$ cat src/rtl/wrchk_timeout_ctr.sv
// Saturating cycle counter for the armed window; flags the last cycle before timeout.
module wrchk_timeout_ctr #(
    parameter int TIMEOUT_CYCLES = 1024,
    parameter int TW             = $clog2(TIMEOUT_CYCLES + 1)
) (
    input  logic          clk,
    input  logic          reset,
    input  logic          clr_i,
    input  logic          en_i,
    output logic [TW-1:0] cnt_o,
    output logic          expired_o
);

    logic [TW-1:0] cnt_q;

    always_ff @(posedge clk or posedge reset) begin
        if (reset) begin
            cnt_q <= '0;
        end else if (clr_i) begin
            cnt_q <= '0;
        end else if (en_i && (cnt_q != TW'(TIMEOUT_CYCLES))) begin
            cnt_q <= cnt_q + TW'(1);
        end
    end

    assign cnt_o     = cnt_q;
    assign expired_o = (cnt_q == TW'(TIMEOUT_CYCLES - 1));

endmodule

$ cat config.mk
export PLATFORM = sky130hd
export DESIGN_NAME = wrchk_timeout_ctr
export DESIGN_NICKNAME = d
export VERILOG_FILES = /design/src/rtl/wrchk_timeout_ctr.sv
export SDC_FILE = /design/constraint.sdc
export NUM_CORES = 1
export LEC_CHECK = 0
export BUFFER_PORTS_ARGS = -buffer_cell sky130_fd_sc_hd__buf_2
export CAP_MARGIN = 20
export CORE_UTILIZATION = 45
export CTS_CLUSTER_SIZE = 24
export DETAILED_ROUTE_END_ITERATION = 7
export PLACE_DENSITY = 0.76
export REMOVE_ABC_BUFFERS = 1
export SLEW_MARGIN = 40
export SYNTH_ARGS = -nofsm -noshare
export SYNTH_HDL_FRONTEND = slang
export SYNTH_SLANG_ARGS = --single-unit
$ cat constraint.sdc
create_clock -name clk -period 1.4 [get_ports clk]
set_input_delay 0.42 -clock clk [delete_from_list [all_inputs] [get_ports clk]]
set_output_delay 0.42 -clock clk [all_outputs]
set_load 0.02 [all_outputs]
==> reports/results.ini, run 1 <==
[logic_synthesis]
yosysMostFrequentCell = dfrtp_1
synth_common_cells = 11 x dfrtp_1, 5 x a21oi_1, 5 x inv_1, 5 x o21ai_0
netlist_instances = 71
synthFlopType = dfrtp_1
syn_area_per_cell_um2 = 9.23
synth_top_area_cell = dfrtp_1
async_flop_share = 1.00
synth_top_cell_area_share = 0.420
synth_edf_count = 0
ys_warn_count = 0
ys_ff_latch = 11
ys_seq_area_frac = 0.420
ys_types = 29
mappedNetlistArea_um2 = 656
synth_area_leaders = dfrtp_1 42%, a21oi_1 3.8%, ha_1 3.8%

[timing]
grt_repair_worst_endpoint = expired_o
endpoint_type = top-level output

[cts]
cts_buffer_depth = 2
cts_buffers = 3
cts_hold_buf = 0
cts-root-buf = clkbuf_4
clock_sinks = 11
htreeDepth = 1

[die]
io_pins = 16
die_w_um = 40.2
start_util = 0.492
die_h_um = 40.2
placementRows = 13

[run_status]
haltStage = 5_1_grt
outcome = did not finish
stop_error = [ERROR DPL-0038] Utilization greater than 100%, impossible to legalize

[placement]
place.gp.congestion = 0.776
dpl_cell_area_um2 = 900
dp_hpwl_um = 1320
port_buffers = 15

[global_routing]
grt_start_max_net_pins = 17

==> repair_timing <==
item                                    in CTS
pin swaps                                   14
gates resized for setup                     34
cloned                                       0
buffers inserted                             8
endpoints found under the setup margin      14
==> metrics by stage <==
| stage | instances | util | setup WS [ns] | hold WS, ns |
|---|---|---|---|---|
| after floorplan | 69 | - | -0.614 | 0.272 |
| after global placement | 120 | 0.674 | -0.172 | 0.436 |
| after detailed placement | 120 | 0.674 | -0.187 | 0.440 |
| after CTS | 132 | 0.841 | -0.377 | 0.145 |
==> cells by family after synthesis <==
group	Yosys count	share of synthesized area
simple gates	33	0.319
compound gates	14	0.124
mux	2	0.0324
flops	11	0.420
fa+ha+maj	2	0.0382
buf+inv	7	0.0401
xor+xnor	2	0.0267
==> inputs of run 2 (changes only) <==
Settings changed: CORE_AREA set to 2 2 63 65, CORE_UTILIZATION 45 to not set, CTS_CLUSTER_SIZE 24 to not set, DIE_AREA set to 0 0 65 67, PLACE_DENSITY 0.76 to not set, PLACE_DENSITY_LB_ADDON set to 0.15.
Clock period 1.4 ns to 1.8 ns, I/O delays scaled along.
==> run 2 against run 1 <==
Compared with the run above: the flow now finishes without violations; synthesized area did not move; synthesized cell count unchanged.
==> reports/results.ini, run 2 <==
[run_status]
outcome = finished, final reports clean  ; was did not finish

[critical_path]
critPathRequiredTime_ns = 1.26
worstSetupStartpointType = flip-flop
cp_slowest_cell = dfrtp_1
reg2reg_setup_slack_ns = 0.07
crit_path_start = cnt_o[7]
crit_path_end = expired_o
reg2reg_from = cnt_o[7]
critPathKind = flip-flop to primary output
critPathMaxFanout = 3
worst_ep_arrival_time_ns = 1.22
reg2reg_depth = 4
crit_cells = 3
crit_chain = nand4_1 > nor4b_2 > buf_4
critPathTopFamily = simple AND/OR/NAND/NOR gates
r2r_end = cnt_o[0]
cp-end-kind = primary output
slowest_delay_ns = 0.35
crit_buf_inv = 1

[timing]
fmax_mhz = 569
drv_slew = 0
rsz0062_at_grt = yes
fin_crit_ns = 1.76
hold_viol = 0
period_share = 0.977
fin_tns_setup_ns = 0
finClkSkew_ns = 0.000507
tightest_slew_ns = 0.472
maxSlewHeadroom = 0.685
finalSetupViolations = 0

[global_routing]
overflow = 0
grt_usage = 0.100
grt_start_max_net_pins = 17
first_global_vias = 678
grt_pass1_wl_um = 3190
antenna_found_initial = 0

[placement]
dpl_cell_area_um2 = 851  ; was 900 um2
dp_hpwl_um = 1390  ; was 1320 um
place.gp.congestion = 0.734  ; was 0.776
port_buffers = 15  ; unchanged

[logic_synthesis]
synth_common_cells = 11 x dfrtp_1, 5 x a21oi_1, 5 x inv_1, 5 x o21ai_0  ; unchanged
async_flop_share = 1.00  ; unchanged
mappedNetlistArea_um2 = 656  ; unchanged
syn_area_per_cell_um2 = 9.23  ; unchanged
yosysMostFrequentCell = dfrtp_1  ; unchanged
synthFlopType = dfrtp_1  ; unchanged
ys_warn_count = 0  ; unchanged
synth_edf_count = 0  ; unchanged
ys_ff_latch = 11  ; unchanged
synth_top_area_cell = dfrtp_1  ; unchanged
ys_seq_area_frac = 0.420  ; unchanged
synth_area_leaders = dfrtp_1 42%, a21oi_1 3.8%, ha_1 3.8%  ; unchanged
synth_top_cell_area_share = 0.420  ; unchanged
ys_types = 29  ; unchanged
netlist_instances = 71  ; unchanged

[finish]
n_fill_cell = 410
multi_input_area_um2 = 370
diodes = 0
nets = 112
largest_reg_flops = 11
utilization = 0.270
areaGrowthSynthToFinish_pct = 48.7
final_cell_mix = 18 x buf_4, 14 x buf_2, 11 x dfrtp_1
final_area_um2 = 975
layout_commonest_cell = buf_4
drive_gt1_frac = 0.400
regArea_um2 = 275

[detailed_routing]
vias_per_cell = 4.46
ant_nets = 0
via_count = 683
wl_um = 1940
first_pass_iters = 4
wire_per_inst_um = 12.7
drt_iter0_drc = 22
drcViolationCount = 0

[power]
p_sw_uw = 140
leakagePower_nw = 0.446
peakVddDrop_uv = 142
power_frac_comb = 0.103
pwr-share-clk = 0.451
internal_power_uw = 434
finalPower_uw = 574
power.density_nw_per_um2 = 589
seqPwrFrac = 0.446
p_sw_frac = 0.244

[cts]
cts_buffers = 3  ; unchanged
clkTransAtPathRegs_ns = 0.05
cts_tree = built
cts_buffer_depth = 2  ; unchanged
clock_latency_ns = 0.24
clock_sinks = 11  ; unchanged
htreeDepth = 1  ; unchanged
cts_hold_buf = 0  ; unchanged
cts-root-buf = clkbuf_8  ; was clkbuf_4

[die]
dieArea_um2 = 4360
io_pins = 16  ; unchanged
start_util = 0.182  ; was 0.492
core_area_um2 = 3610
die_w_um = 65  ; was 40.2 um
die_h_um = 67  ; was 40.2 um
placementRows = 22  ; was 13

[run]
maxCapViolations = 0

[worst_hold_path]
holdCritPathClass = primary input to async pin

-- run 2: layout make-up --
cell class                 count  share of cell area
sequential                    11               0.282
timing repair buffer          32               0.211
inverter                       5              0.0193
tap                           48              0.0616
multi-input combinational     53               0.380
clock buffer                   4              0.0462
-- run 2: worst min-delay path by stage --
stage	from	end	slack, ns	cells after the start
final	reset	cnt_o[4]	0.30	2
after global placement	reset	cnt_o[4]	0.58	2
after detailed placement	reset	cnt_o[4]	0.58	2
after floorplan	reset	cnt_o[0]	0.39	1
after global routing	reset	cnt_o[4]	0.35	2
after CTS	reset	cnt_o[4]	0.32	2
-- run 2: what timing repair did --
item / CTS / global route
setup buffers: 5 / 3
pin swaps: 2 / 3
gates cloned: 0 / 0
setup endpoints to repair: 1 / 2
endpoints found under the hold margin: 0 / 0
resized for setup: 2 / 2
-- run 2: worst reg2reg max path, cell delays in order, from the launching register on --
cell and delay [ns]:
dfrtp_1 0.38, buf_4 0.15, or4_4 0.54, or4_1 0.51, nand3_1 0.08
-- run 2: power groups by stage --
stage	Sequential, mW	Clock (mW)	Combinational (mW)
floorplan	0.266	0	0.0203
global placement	0.261	0	0.0536
detailed placement	0.261	0	0.0537
CTS	0.256	0.264	0.0549
global route	0.257	0.278	0.0665
finish	0.256	0.259	0.0594
-- run 2: cell families after synthesis --
group	count (synthesis)	synth area share
multiplexers	2	0.0324
XOR/XNOR	2	0.0267
flip-flops	11	0.420
adder cells (fa/ha/maj)	2	0.0382
AND/OR/NAND/NOR	33	0.319
AO/OA/AOI/OAI	14	0.124
buffers and inverters	7	0.0401
-- run 2: per-stage QoR --
step           worst slack (ns)  hold WS, ns  cells
4_1_cts                 0.00135        0.319    150
5_1_grt                 -0.0428        0.345    153
3_3_place_gp             0.0910        0.578    141
6_report                 0.0416        0.301    153
3_5_place_dp              0.107        0.577    141
2_1_floorplan            -0.334        0.392     69
-- run 2: per-layer routing --
layer	vias to the layer above	routed length, um	GRT usage
li1	334	-	-
met4	0	59	0.0718
met1	331	871	0.113
met3	5	74	0.0203
met2	13	938	0.168
met5	-	0	0
No activity file was read; power rests on OpenSTA's default activity.
